[config.mk]
export PLATFORM = sky130hd
export DESIGN_NAME = mem_access_unit
export DESIGN_NICKNAME = d
export VERILOG_FILES = /design/src/rtl/mem_access_unit.sv
export SDC_FILE = /design/constraint.sdc
export NUM_CORES = 1
export LEC_CHECK = 0
export ABC_AREA = 1
export CORE_MARGIN = 3
export CORE_UTILIZATION = 46
export CTS_BUF_LIST = sky130_fd_sc_hd__clkbuf_8
export CTS_CLUSTER_DIAMETER = 30
export DETAILED_ROUTE_END_ITERATION = 12
export PLACE_DENSITY = 0.82
export SKIP_CTS_REPAIR_TIMING = 1
export SLEW_MARGIN = 10
export SYNTH_ARGS = -nofsm -noshare
export SYNTH_HDL_FRONTEND = slang
export SYNTH_SLANG_ARGS = --single-unit
export TNS_END_PERCENT = 20
[constraint.sdc]
create_clock -name clk -period 4.34 [get_ports clk]
set_clock_uncertainty 0.2 [all_clocks]
set_input_delay 1.085 -clock clk [delete_from_list [all_inputs] [get_ports clk]]
set_output_delay 1.085 -clock clk [all_outputs]
set_load 0.01 [all_outputs]
[src/rtl/mem_access_unit.sv]
// ---------------------------------------------------------------------------
// mem_access_unit
// MEM-stage load/store engine. Decodes the instruction held in the MEM
// pipeline register, runs a valid/ready request to data memory, waits for the
// load response, and returns the extracted/extended load result (or the ALU
// result for non-memory instructions) to writeback.
//
// Parameters
//   ADDR_WIDTH    data-memory word-address width
// Ports
//   clk, rst      clock, asynchronous active-high reset
//   inst          instruction in the MEM pipeline register
//   alu_out       effective byte address / ALU result
//   rs2_rdata     store source data
//   stall_in      external stall; holds the unit in DONE
//   dm_req_*      request channel (valid/ready, we, word addr, strobes, data)
//   dm_rsp_*      load response channel (valid, word)
//   wb_data       result to writeback
//   stall_req     hold upstream stages while a memory op is in flight
//   misalign      misaligned-access flag, visible in DONE
//
// Build option
//   MEM_MISALIGN_TRAP_EN  misaligned LH/LHU/SH/LW/SW skip the memory access
//                         and report misalign; otherwise misalign is tied 0
//                         and the access uses the normal lane rules.
// ---------------------------------------------------------------------------
module mem_access_unit #(
   parameter int unsigned ADDR_WIDTH = 15
) (
   input  logic                  clk,
   input  logic                  rst,
   input  logic [31:0]           inst,
   input  logic [31:0]           alu_out,
   input  logic [31:0]           rs2_rdata,
   input  logic                  stall_in,
   output logic                  dm_req_valid,
   input  logic                  dm_req_ready,
   output logic                  dm_we,
   output logic [ADDR_WIDTH-1:0] dm_addr,
   output logic [3:0]            dm_wstrb,
   output logic [31:0]           dm_wdata,
   input  logic                  dm_rsp_valid,
   input  logic [31:0]           dm_rdata,
   output logic [31:0]           wb_data,
   output logic                  stall_req,
   output logic                  misalign
);

   localparam logic [6:0] OPC_LOAD  = 7'b0000011;
   localparam logic [6:0] OPC_STORE = 7'b0100011;

   typedef enum logic [1:0] {
      S_IDLE = 2'd0,
      S_REQ  = 2'd1,
      S_WAIT = 2'd2,
      S_DONE = 2'd3
   } state_t;

   // Request payload; captured while in IDLE so it stays stable in REQ/WAIT.
   typedef struct packed {
      logic                  we;
      logic [ADDR_WIDTH-1:0] addr;
      logic [3:0]            wstrb;
      logic [31:0]           wdata;
      logic [2:0]            funct3;
      logic [1:0]            lane;
   } req_t;

   state_t      state, next_state;
   req_t        cur_req, req_q, act_req;
   logic [6:0]  opcode;
   logic [2:0]  funct3;
   logic [1:0]  lane;
   logic        is_load, is_store, mem_op;
   logic        misaligned_c;
   logic        load_en, load_clr;
   logic [31:0] load_q;

   // Bits of the instruction/address this stage does not look at.
   logic unused_bits;
   assign unused_bits = ^{inst[31:15], inst[11:7], alu_out[31:ADDR_WIDTH+2]};

   assign opcode = inst[6:0];
   assign funct3 = inst[14:12];
   assign lane   = alu_out[1:0];

   // Opcode/funct3 decode; unsupported widths fall through as non-memory.
   always_comb begin
      is_load  = 1'b0;
      is_store = 1'b0;
      if (opcode == OPC_LOAD) begin
         case (funct3)
            3'b000, 3'b001, 3'b010, 3'b100, 3'b101: is_load = 1'b1;
            default:                                is_load = 1'b0;
         endcase
      end
      if (opcode == OPC_STORE) begin
         case (funct3)
            3'b000, 3'b001, 3'b010: is_store = 1'b1;
            default:                is_store = 1'b0;
         endcase
      end
   end

   assign mem_op = is_load | is_store;

`ifdef MEM_MISALIGN_TRAP_EN
   // Halfword needs a[0]=0, word needs a=00; byte is always aligned.
   assign misaligned_c = ((funct3[1:0] == 2'b01) && lane[0]) ||
                         ((funct3[1:0] == 2'b10) && (lane != 2'b00));
`else
   assign misaligned_c = 1'b0;
`endif

   // Build the request from the current pipeline-register contents.
   always_comb begin
      cur_req        = '0;
      cur_req.we     = is_store;
      cur_req.addr   = alu_out[ADDR_WIDTH+1:2];
      cur_req.funct3 = funct3;
      cur_req.lane   = lane;
      if (is_store) begin
         case (funct3[1:0])
            2'b00: begin
               cur_req.wstrb = 4'b0001 << lane;
               cur_req.wdata = {4{rs2_rdata[7:0]}};
            end
            2'b01: begin
               cur_req.wstrb = lane[1] ? 4'b1100 : 4'b0011;
               cur_req.wdata = {2{rs2_rdata[15:0]}};
            end
            default: begin
               cur_req.wstrb = 4'b1111;
               cur_req.wdata = rs2_rdata;
            end
         endcase
      end
   end

   assign act_req = (state == S_IDLE) ? cur_req : req_q;

   // Select the addressed byte/halfword lane and extend to 32 bits.
   function automatic logic [31:0] extract_load(input logic [31:0] rdata,
                                                input logic [2:0]  f3,
                                                input logic [1:0]  a);
      logic [7:0]  b;
      logic [15:0] h;
      b = rdata[{a, 3'b000} +: 8];
      h = a[1] ? rdata[31:16] : rdata[15:0];
      case (f3)
         3'b000:  extract_load = {{24{b[7]}}, b};
         3'b100:  extract_load = {24'h0, b};
         3'b001:  extract_load = {{16{h[15]}}, h};
         3'b101:  extract_load = {16'h0, h};
         default: extract_load = rdata;
      endcase
   endfunction

   // State register plus captured request and load result.
   always_ff @(posedge clk or posedge rst) begin
      if (rst) begin
         state  <= S_IDLE;
         req_q  <= '0;
         load_q <= 32'h0;
      end else begin
         state <= next_state;
         if (state == S_IDLE) begin
            req_q <= cur_req;
         end
         if (load_clr) begin
            load_q <= 32'h0;
         end else if (load_en) begin
            load_q <= extract_load(dm_rdata, req_q.funct3, req_q.lane);
         end
      end
   end

`ifdef MEM_MISALIGN_TRAP_EN
   // Remember whether the op that sent us to DONE was a trapped misalign.
   logic mis_q;
   always_ff @(posedge clk or posedge rst) begin
      if (rst) begin
         mis_q <= 1'b0;
      end else if (state == S_IDLE) begin
         mis_q <= mem_op & misaligned_c;
      end
   end
   assign misalign = (state == S_DONE) & mis_q;
`else
   assign misalign = 1'b0;
`endif

   // Next-state and handshake control.
   always_comb begin
      next_state   = state;
      dm_req_valid = 1'b0;
      stall_req    = 1'b0;
      load_en      = 1'b0;
      load_clr     = 1'b0;
      if (!rst) begin
         case (state)
            S_IDLE: begin
               if (mem_op) begin
                  stall_req = 1'b1;
                  if (misaligned_c) begin
                     load_clr   = 1'b1;
                     next_state = S_DONE;
                  end else begin
                     dm_req_valid = 1'b1;
                     if (dm_req_ready) begin
                        load_clr   = is_store;
                        next_state = is_store ? S_DONE : S_WAIT;
                     end else begin
                        next_state = S_REQ;
                     end
                  end
               end
            end
            S_REQ: begin
               stall_req    = mem_op;
               dm_req_valid = 1'b1;
               if (dm_req_ready) begin
                  load_clr   = req_q.we;
                  next_state = req_q.we ? S_DONE : S_WAIT;
               end
            end
            S_WAIT: begin
               stall_req = mem_op;
               if (dm_rsp_valid) begin
                  load_en    = 1'b1;
                  next_state = S_DONE;
               end
            end
            S_DONE: begin
               if (!stall_in) begin
                  next_state = S_IDLE;
               end
            end
            default: next_state = S_IDLE;
         endcase
      end
   end

   assign dm_we    = dm_req_valid & act_req.we;
   assign dm_addr  = act_req.addr;
   assign dm_wstrb = dm_req_valid ? act_req.wstrb : 4'b0000;
   assign dm_wdata = act_req.wdata;

   // Writeback: load register in DONE, ALU result for non-memory ops.
   always_comb begin
      if (state == S_DONE) begin
         wb_data = load_q;
      end else if (mem_op) begin
         wb_data = 32'h0;
      end else begin
         wb_data = alu_out;
      end
   end

endmodule

Yosys cells after proc, flatten, opt, wreduce, memory -nomap -nowiden
Cells that the tools add are included.
{"block": "classes", "add_sub_neg": 0, "mul": 0, "n_div": 0, "order_cmp": 0, "eq_ne": 17, "n_shift": 2, "muxes": 36, "n_bitwise": 3, "reduce_logical": 9}
{"cell": "$mux 32", "count": 4}
{"cell": "$pmux 32 s4", "count": 1}
{"cell": "$pmux 36 s2", "count": 1}
{"cell": "$mux 57", "count": 1}
{"cell": "$mux 36", "count": 1}
{"cell": "$shiftx 32x6->8", "count": 1}
{"cell": "$mux 1", "count": 16}
{"cell": "$mux 16", "count": 1}
{"cell": "$eq 3x3->1 const B", "count": 4}
{"cell": "$mux 2", "count": 5}
{"cell": "$mux 4", "count": 2}
{"cell": "$ne 2x2->1 const B", "count": 4}
{"cell": "$pmux 2 s4", "count": 1}
{"cell": "$eq 7x2->1 const B", "count": 1}
{"cell": "$eq 7x6->1 const B", "count": 1}
{"cell": "$eq 3x1->1 const B", "count": 2}
{"cell": "$logic_not 3->1", "count": 2}
{"cell": "$pmux 1 s2", "count": 3}
{"cell": "$reduce_and 5->1", "count": 1}
{"cell": "$reduce_or 5->1", "count": 1}
{"cell": "$eq 2x1->1 const B", "count": 2}
{"cell": "$eq 2x2->1 const B", "count": 2}
{"cell": "$logic_not 2->1", "count": 2}
{"cell": "$shl 1x2->4 const A", "count": 1}
{"cell": "other kinds (7)", "count": 7}
{"block": "totals", "reg_bits": 91, "latch_bits": 0, "ram_bits": 0, "rom_bits": 0, "input_bits": 133, "memories": 0}

Logic depth before layout (Yosys ltp)
Gate-level depths: netlist of run 1.
{"block": "logic_depth", "word_depth": 9, "depth_mapped": 11, "depth_no_buf": 10}

Least setup slack after synthesis of run 1
No wires, ideal clock.
{"block": "synth_timing", "path_type": "input -> register", "start": "input port rst", "end": "register load_q[16]", "setup_time_ps": 113, "arrival_ps": 4001, "path_slack_ps": 26, "stages": 8, "path_cell_list": "inv_1 > nand3_1 > buf_2 > buf_2 > nand2_1 > nand2_1 > nand2_1 > inv_1"}
{"block": "synth_between", "elab_chain_len": 2, "word_cells_on_any_way": 4, "cone_classes": "mux (3); reduce/logical (1)"}
{"item": "start, declared", "line": "31", "rtl": "input logic rst,"}
{"item": "$mux 1", "line": "200", "rtl": "if (!rst) begin"}
{"item": "$mux 32 or $reduce_bool 2->1 (tied branches)"}
{"item": "end signal, assigned", "line": "173", "rtl": "load_q <= extract_load(dm_rdata, req_q.funct3, req_q.lane);"}
{"item": "end, declared", "line": "77", "rtl": "logic [31:0] load_q;"}
Parallel ways exist; a longest one is shown, timed or not.
A chain may end at the register's enable or synchronous reset.

Final worst setup path of run 1
{"block": "layout_timing", "start": "input port inst[1]", "end": "output port dm_wdata[31]"}
{"block": "layout_between", "elab_chain_len": 4}
{"item": "start, declared", "line": "32", "rtl": "input logic [31:0] inst,"}
{"item": "$eq 7x6->1", "line": "97", "rtl": "if (opcode == OPC_STORE) begin"}
{"item": "$mux 1", "line": "97"}
{"item": "$mux 36", "line": "122", "rtl": "if (is_store) begin"}
{"item": "$mux 57"}
{"item": "end, declared", "line": "41", "rtl": "output logic [31:0] dm_wdata,"}
Every way passes these cells.

==> results of run 1 <==
## logic make-up (layout without fill, tap and decap cells)
logic type / count (synthesis) / after routing / share of synthesized area, %
buf+inv: 177 / 327 / 15.4
flops: 91 / 91 / 39.7
simple gates: 450 / 450 / 31.5
compound gates: 133 / 133 / 12.5
other cells: 1 / 1 / 0.0654
fa+ha+maj: 4 / 4 / 0.873
## stage by stage
step / std cells / hold slack, ns / cell area (um2) / power, W / util [%]
2_1_floorplan: 856 / 0.239 / 5730 / 0.00252 / -
3_3_place_gp: 1158 / 0.253 / 7580 / 0.00306 / 62.6
3_5_place_dp: 1158 / 0.260 / 7580 / 0.00310 / 62.6
4_1_cts: 1174 / 0.283 / 7760 / 0.00364 / 64.1
5_1_grt: 1174 / 0.292 / 7890 / 0.00393 / 65.1
6_report: 1174 / 0.277 / 7890 / 0.00361 / 65.1
## power by group through the flow
stage	sequential, W	clock [W]	combinational (W)
CTS	0.00125	0.000554	0.00184
floorplan	0.00118	0	0.00133
global placement	0.00126	0	0.00180
detailed placement	0.00127	0	0.00183
global route	0.00128	0.000595	0.00205
finish	0.00125	0.000539	0.00182
## flip-flops by register name, indices dropped and copies added (netlist names)
name	count
state	2
load_q	32
req_q	57
## area by class of cell
type | instances | area share [%]
Inverter | 85 | 4.08
Multi-Input combinational cell | 588 | 32.9
Clock inverter | 7 | 0.666
Timing Repair Buffer | 226 | 29.3
Clock buffer | 9 | 1.57
Sequential cell | 91 | 28.9
Tap cell | 168 | 2.66
## how the worst min path moves through the flow
stage                          endpoint  cells after the start
floorplan           req_q[41]$_DFF_PP0_                      2
global route        req_q[45]$_DFF_PP0_                      2
finish              req_q[46]$_DFF_PP0_                      2
CTS                 req_q[46]$_DFF_PP0_                      2
global placement    req_q[49]$_DFF_PP0_                      2
detailed placement  req_q[46]$_DFF_PP0_                      2
## critical path: stages
cell and delay (ns):
clkdlybuf4s50_1 0.48, nand2_1 0.06, nor2_1 0.11, buf_4 0.14, nand4_2 0.12, buf_12 0.20, o21ai_0 0.26, clkdlybuf4s50_1 0.59
## cells in the mapped netlist (all sizes together)
cell and n:
inv 84, conb 1, or2 7, nor2 48, dfrtp 91, o221ai 8
o21ai 96, a21oi 26, buf 72, clkbuf 20, nand2 361, a211oi 1
a21boi 1, nor3 3, nand4 8, clkinv 1, ha 4, o211ai 1
nand3 23
## layer usage
metal | part of all wire (%) | track usage, % | vias up
met2 | 48 | 41.3 | 220
li1 | - | - | 2896
met4 | 1.9 | 7.03 | 0
met3 | 8.6 | 8.55 | 22
met1 | 42 | 29.5 | 2685
met5 | 0 | 0 | -
==> flow_summary.json, run 1 <==
{
  "status": "finished, violations left",
  "failed_checks": "setup timing",
  "cp.arrival_ns": 3.06,
  "drive_above_1_share_pct": 6.56,
  "place_hpwl_mm": 12.7,
  "final_cell_mix": "nand2_1, clkdlybuf4s50_1, dfrtp_1",
  "setup_viol": 2,
  "synth_cells": 856,
  "syn_area_um2": 5730,
  "worst_pin_slew_ns": 0.853,
  "p_sw_w": 0.00155,
  "antenna_cells": 0,
  "clock.fmax_ghz": 0.230,
  "grt_pass1_vias": 5655,
  "cp-startpoint": "inst[1]",
  "avgRoutedWirePerCell_um": 14.6,
  "nFillCells": 1102,
  "seq_area_um2": 2280,
  "hold_viol": 0,
  "ir_drop_mv": 0.178,
  "port_buffers": 196,
  "globalRouteOverflowTotal": 0,
  "avgSynthCellArea_um2": 6.70,
  "clk_pin_slew_ns": 0.10,
  "p_int_w": 0.00206,
  "die_h_um": 118,
  "combinationalPowerShare_pct": 50.4,
  "syn_to_final_growth_pct": 37.6,
  "reg2reg_from": "state[0]$_DFFE_PP0P_",
  "tritoncts": "yes",
  "slew_viol_final": 0,
  "start_kind": "input port",
  "holdCritStartpoint": "req_q[46]$_DFF_PP0_",
  "grt_start_max_net_pins": 66,
  "pre_cts_ws_ns": -0.154,
  "totalWireLength_mm": 17.1,
  "vias": 5823,
  "htreeDepth": 3,
  "endpoint": "dm_wdata[31]",
  "yosys.area.top_type_share_pct": 39.7,
  "grt_pass1_wl_mm": 27.5,
  "fin_tns_setup_ns": -0.0107,
  "core_area_um2": 12100,
  "clk_latency_ns": 0.37,
  "fp-row-count": 40,
  "seq_power_share_pct": 34.7,
  "final_common_cell": "nand2_1",
  "critPathMaxFanout": 30,
  "die_w_um": 118,
  "slew-limit-headroom_pct": 43.1,
  "post-route-drc-count": 0,
  "final_nets": 1138,
  "regToRegSetupSlack_ns": 2.00,
  "clock-root-buffer": "clkbuf_8",
  "dr.pass1.iters": 7,
  "gp_congestion": 0.931,
  "syn_nets": 993,
  "period_share_pct": 100,
  "multi_input_area_um2": 2590,
  "rsz0062_at_grt": "true",
  "min_period_ns": 4.35,
  "cts_inserted_buffers": 9,
  "ff2ff_path_depth": 11,
  "dieArea_um2": 13800,
  "via_per_inst": 4.96,
  "ys_warn_count": 0,
  "antenna_found_initial": 0,
  "timing.final.ws_setup_ns": -0.00725,
  "cp.required_ns": 3.05,
  "power_density_nw_per_um2": 458,
  "cellLeakagePower_nw": 4.53,
  "reg2reg_to": "load_q[14]$_DFFE_PP0P_",
  "end_kind": "output pin",
  "pwr-share-clk_pct": 14.9,
  "io_pins": 220,
  "drtIter0Drc": 328,
  "grt_usage_pct": 24.4,
  "critical_path_class": "input port to output pin",
  "clockBufferDepth": 2,
  "netlist_top_cells_area": "dfrtp_1, nand2_1, o21ai_0",
  "maxCapViolCount": 0,
  "seq_area_frac_synth_pct": 39.7,
  "ant_nets": 0,
  "swShare_pct": 43.0,
  "ys_types": 32,
  "yosys_register_bits": 91,
  "hold_path.class": "flip-flop to flip-flop",
  "initial_core_util_pct": 47.3,
  "cts_sinks": 91,
  "synth_largest_area_cell": "dfrtp_1"
}
No activity file was read; power rests on OpenSTA's default activity.
==> inputs of run 2 (changes only) <==
- CORE_MARGIN: 3 -> 5
- GPL_ROUTABILITY_DRIVEN: unset -> 0
- GPL_TIMING_DRIVEN: unset -> 0
==> flow_summary.json, run 2 (synthesis results as in run 1) <==
{
  "initial_core_util_pct": 47.3,
  "clk_latency_ns": 0.36,
  "slew_viol_final": 0,
  "cellLeakagePower_nw": 4.82,
  "antenna_cells": 0,
  "drive_above_1_share_pct": 12.7,
  "ff2ff_path_depth": 6,
  "worst_pin_slew_ns": 0.609,
  "crit_path_max_incr_delay_ns": 0.53,
  "largest_reg_flops": 57,
  "cp.required_ns": 3.05,
  "pre_cts_ws_ns": -0.497,
  "largest_registers": "req_q: 57 flops, load_q: 32 flops, state: 2 flops",
  "rsz0062_at_grt": "true",
  "cpMostUsedCell": "clkdlybuf4s50_1",
  "timing.final.ws_setup_ns": -0.0974,
  "critPathMaxFanout": 10,
  "cts_inserted_buffers": 9,
  "dr.pass1.iters": 5,
  "drtIter0Drc": 382,
  "grt_usage_pct": 25.0,
  "final_core_util_pct": 69.3,
  "critical_path_class": "input port to output pin",
  "reg2reg_from": "state[0]$_DFFE_PP0P_",
  "worstHoldEndpoint": "req_q[50]$_DFF_PP0_",
  "power_density_nw_per_um2": 465,
  "period_share_pct": 102,
  "grt_pass1_wl_mm": 29.3,
  "htreeDepth": 3,
  "die_w_um": 122,
  "clock-root-buffer": "clkbuf_8",
  "end_kind": "output pin",
  "whs_ns": 0.273,
  "globalRouteOverflowTotal": 0,
  "holdPathStages": 2,
  "tritoncts": "yes",
  "min_period_ns": 4.44,
  "start_kind": "input port",
  "avgRoutedWirePerCell_um": 15.5,
  "hold_viol": 0,
  "clk_pin_slew_ns": 0.08,
  "final_cell_mix": "nand2_1, clkdlybuf4s50_1, dfrtp_1",
  "grt_start_max_net_pins": 60,
  "clockBufferDepth": 2,
  "reg2reg_to": "req_q[54]$_DFF_PP0_",
  "nFillCells": 1037,
  "cpMaxStageDelayCell": "clkdlybuf4s50_1",
  "final_nets": 1204,
  "regToRegSetupSlack_ns": 2.13,
  "ir_drop_mv": 0.225,
  "antenna_found_initial": 0,
  "io_pins": 220,
  "placed_area_um2": 7920,
  "die_h_um": 122,
  "setup_viol": 14,
  "final_area_um2": 8390,
  "ant_nets": 0,
  "syn_to_final_growth_pct": 46.5,
  "cts_sinks": 91,
  "post-route-drc-count": 0,
  "via_per_inst": 4.98,
  "path_cells": "clkdlybuf4s50_1, nand2_1, nor2_4, nand4_4, buf_6, o21ai_1, buf_4, clkdlybuf4s50_1",
  "dieArea_um2": 14800,
  "port_buffers": 195,
  "maxCapViolCount": 0,
  "regMostFlops": "req_q",
  "core_area_um2": 12100,
  "vias": 6174,
  "slew-limit-headroom_pct": 59.4,
  "place_hpwl_mm": 14.4,
  "cp.arrival_ns": 3.15,
  "clock.fmax_ghz": 0.225,
  "failed_checks": "setup timing",
  "totalWireLength_mm": 19.2,
  "hold_path.class": "flip-flop to flip-flop",
  "holdCritStartpoint": "req_q[50]$_DFF_PP0_",
  "final_common_cell": "nand2_1",
  "grt_pass1_vias": 6031,
  "status": "finished, violations left",
  "fp-row-count": 40
}
## run 2: metrics by stage
step | setup TNS [ns] | instances | power (W)
after CTS | -17.18 | 1235 | 0.00392
final | -1.00 | 1239 | 0.00390
after detailed placement | -16.61 | 1220 | 0.00330
after floorplan | 0 | 856 | 0.00252
after global routing | -2.62 | 1239 | 0.00422
after global placement | -149.72 | 1219 | 0.00325
## run 2: worst max-delay path, delay by kind of cell
family	cells	cell delay, ns
buf+inv	4	1.40
simple gates	3	0.49
compound gates	1	0.18
## run 2: worst max-delay path by stage
| stage | startpoint | depth (start not counted) | end | slack [ns] |
|---|---|---|---|---|
| detailed placement | inst[12] | 7 | dm_wdata[29] | -0.50 |
| floorplan | rst | 8 | load_q[16]$_DFFE_PP0P_ | 0.03 |
| global route | inst[5] | 8 | dm_wdata[26] | -0.20 |
| CTS | inst[12] | 7 | dm_wdata[29] | -0.51 |
| finish | inst[5] | 8 | dm_wdata[27] | -0.1 |
| global placement | rst | 9 | load_q[0]$_DFFE_PP0P_ | -1.69 |
## run 2: final cells by class
class / count / area [um2] / area share, %
Clock inverter: 5 / 62.6 / 0.745
Inverter: 85 / 322 / 3.83
Clock buffer: 10 / 138 / 1.64
Multi-Input combinational cell: 588 / 2680 / 31.9
Sequential cell: 91 / 2280 / 27.1
Timing Repair Buffer: 200 / 2120 / 25.2
Tap cell: 168 / 210 / 2.50
Buffer: 92 / 593 / 7.07
## run 2: metal layers
layer / GRT usage, % / up-vias / wire (um) / part of all wire [%]
met4: 7.21 / 0 / 382 / 2.0
met3: 9.05 / 34 / 2060 / 11
met1: 29.9 / 2800 / 7580 / 40
met2: 42.3 / 300 / 9150 / 48
met5: 0 / - / 0 / 0
li1: - / 3040 / - / -
## run 2: report_power, final
| group | switching [W] | internal, W | leakage [nW] | total [W] |
|---|---|---|---|---|
| registers | 0.000117 | 0.00108 | 1.19 | 0.00120 |
| logic | 0.00120 | 0.000902 | 3.54 | 0.00210 |
| clock network | 0.000321 | 0.000282 | 0.0950 | 0.000603 |
==> inputs of run 3 (changes only) <==
- CORE_ASPECT_RATIO: unset -> 0.7
- CORE_UTILIZATION: 46 -> 45
- CTS_BUF_LIST: sky130_fd_sc_hd__clkbuf_8 -> sky130_fd_sc_hd__clkbuf_8 sky130_fd_sc_hd__clkbuf_16
- PLACE_DENSITY: 0.82 -> 0.81
==> flow_summary.json, run 3 (synthesis results as in run 1) <==
{
  "cellLeakagePower_nw": 4.87,
  "path_cells": "clkdlybuf4s50_1, nand2_1, nor2_4, nand3_1, nor2_4, nand2_1, o21ai_1, buf_4, clkdlybuf4s50_1",
  "hold_viol": 0,
  "totalWireLength_mm": 20.3,
  "wl_met3_mm": 2.03,
  "globalRouteOverflowTotal": 0,
  "port_buffers": 195,
  "clockBufferDepth": 2,
  "clock-root-buffer": "clkbuf_16",
  "cts_inserted_buffers": 9,
  "clk_latency_ns": 0.35,
  "antenna_found_initial": 0,
  "drive_above_1_share_pct": 12.4,
  "whs_ns": 0.270,
  "cpMaxStageDelayCell": "clkdlybuf4s50_1",
  "wl_met1_mm": 9.18,
  "final_area_um2": 8490,
  "grt_start_max_net_pins": 65,
  "topRoutingLayerUsed": "met4",
  "largest_registers": "req_q: 57 flops, load_q: 32 flops, state: 2 flops",
  "hold_path.class": "flip-flop to flip-flop",
  "start_kind": "input port",
  "setup_viol": 4,
  "io_pins": 220,
  "maxCapViolCount": 0,
  "regMostFlops": "req_q",
  "clock.fmax_ghz": 0.228,
  "via_per_inst": 5.14,
  "period_share_pct": 101,
  "post-route-drc-count": 0,
  "power_density_nw_per_um2": 499,
  "antenna_cells": 0,
  "tritoncts": "yes",
  "drtIter0Drc": 615,
  "grt_pass1_wl_mm": 31.0,
  "slew_viol_final": 0,
  "critPathMaxFanout": 4,
  "die_h_um": 104,
  "placed_area_um2": 7920,
  "avgRoutedWirePerCell_um": 16.5,
  "syn_to_final_growth_pct": 48.1,
  "htreeDepth": 3,
  "die_w_um": 145,
  "final_cell_mix": "nand2_1, clkdlybuf4s50_1, dfrtp_1",
  "cp.arrival_ns": 3.11,
  "timing.final.ws_setup_ns": -0.0528,
  "core_area_um2": 12500,
  "place_hpwl_mm": 15.3,
  "largest_reg_flops": 57,
  "dr.pass1.iters": 5,
  "critical_path_class": "input port to output pin",
  "final_common_cell": "nand2_1",
  "worst_pin_slew_ns": 0.535,
  "rsz0062_at_grt": "true",
  "failed_checks": "setup timing",
  "slew-limit-headroom_pct": 64.3,
  "min_period_ns": 4.39,
  "clk_pin_slew_ns": 0.06,
  "dieArea_um2": 15100,
  "wl_met2_mm": 8.85,
  "nFillCells": 1089,
  "end_kind": "output pin",
  "initial_core_util_pct": 46.0,
  "cp.required_ns": 3.05,
  "crit_path_max_incr_delay_ns": 0.54,
  "grt_usage_pct": 26.1,
  "grt_pass1_vias": 5774,
  "cts_sinks": 91,
  "final_core_util_pct": 68.1,
  "fin_total_pwr_w": 0.00424,
  "status": "finished, violations left",
  "vias": 6333,
  "ir_drop_mv": 0.386,
  "final_nets": 1201,
  "ant_nets": 0,
  "fp-row-count": 34
}
[run 3: worst paths after layout]
check	start	to	slack, ns	cells after the start
min in group asynchronous	rst	req_q[23]$_DFF_PP0_	1.02	2
worst max-delay path	inst[5]	dm_wdata[11]	-0.05	9
worst min-delay path	req_q[55]$_DFF_PP0_	req_q[55]$_DFF_PP0_	0.27	2
max in group asynchronous	rst	req_q[26]$_DFF_PP0_	2.27	3
worst max register to register	state[0]$_DFFE_PP0P_	load_q[17]$_DFFE_PP0P_	2.18	10
worst min register to register	req_q[55]$_DFF_PP0_	req_q[55]$_DFF_PP0_	0.27	2
[run 3: power by group]
group | switching (W) | internal [W]
Sequential | 0.000125 | 0.00108
Combinational | 0.00124 | 0.000901
Clock | 0.000362 | 0.000528
Total | 0.00172 | 0.00251
[run 3: routing by layer]
metal / GRT usage [%] / up-vias
li1: - / 3036
met1: 40.8 / 2974
met2: 37.0 / 298
met3: 6.25 / 25
met4: 3.99 / 0
met5: 0 / -
[run 3: cell type report]
type                    count  area, um2  area share, %
multi-input cells         588       2670           31.5
flip-flops and latches     91       2280           26.8
repair buffers            197       2080           24.6
plain buffers              92        596           7.02
inverters                  85        322           3.79
clock buffers              10        239           2.82
well taps                 162        203           2.39
clock inverters             6       93.8           1.11
[run 3: critical path: cells and delay by family]
family | cells | cell delay [ns]
AO/OA/AOI/OAI | 1 | 0.17
buffers and inverters | 3 | 1.18
AND/OR/NAND/NOR | 5 | 0.66
[run 3: metrics by stage]
step / setup WS (ns) / TNS [ns] / std cells
after floorplan: 0.0257 / 0 / 856
after global placement: -1.89 / -157.94 / 1213
after detailed placement: -0.360 / -14.87 / 1214
after CTS: -0.387 / -16.35 / 1230
after global routing: -0.181 / -1.15 / 1231
final: -0.0528 / -0.0853 / 1231
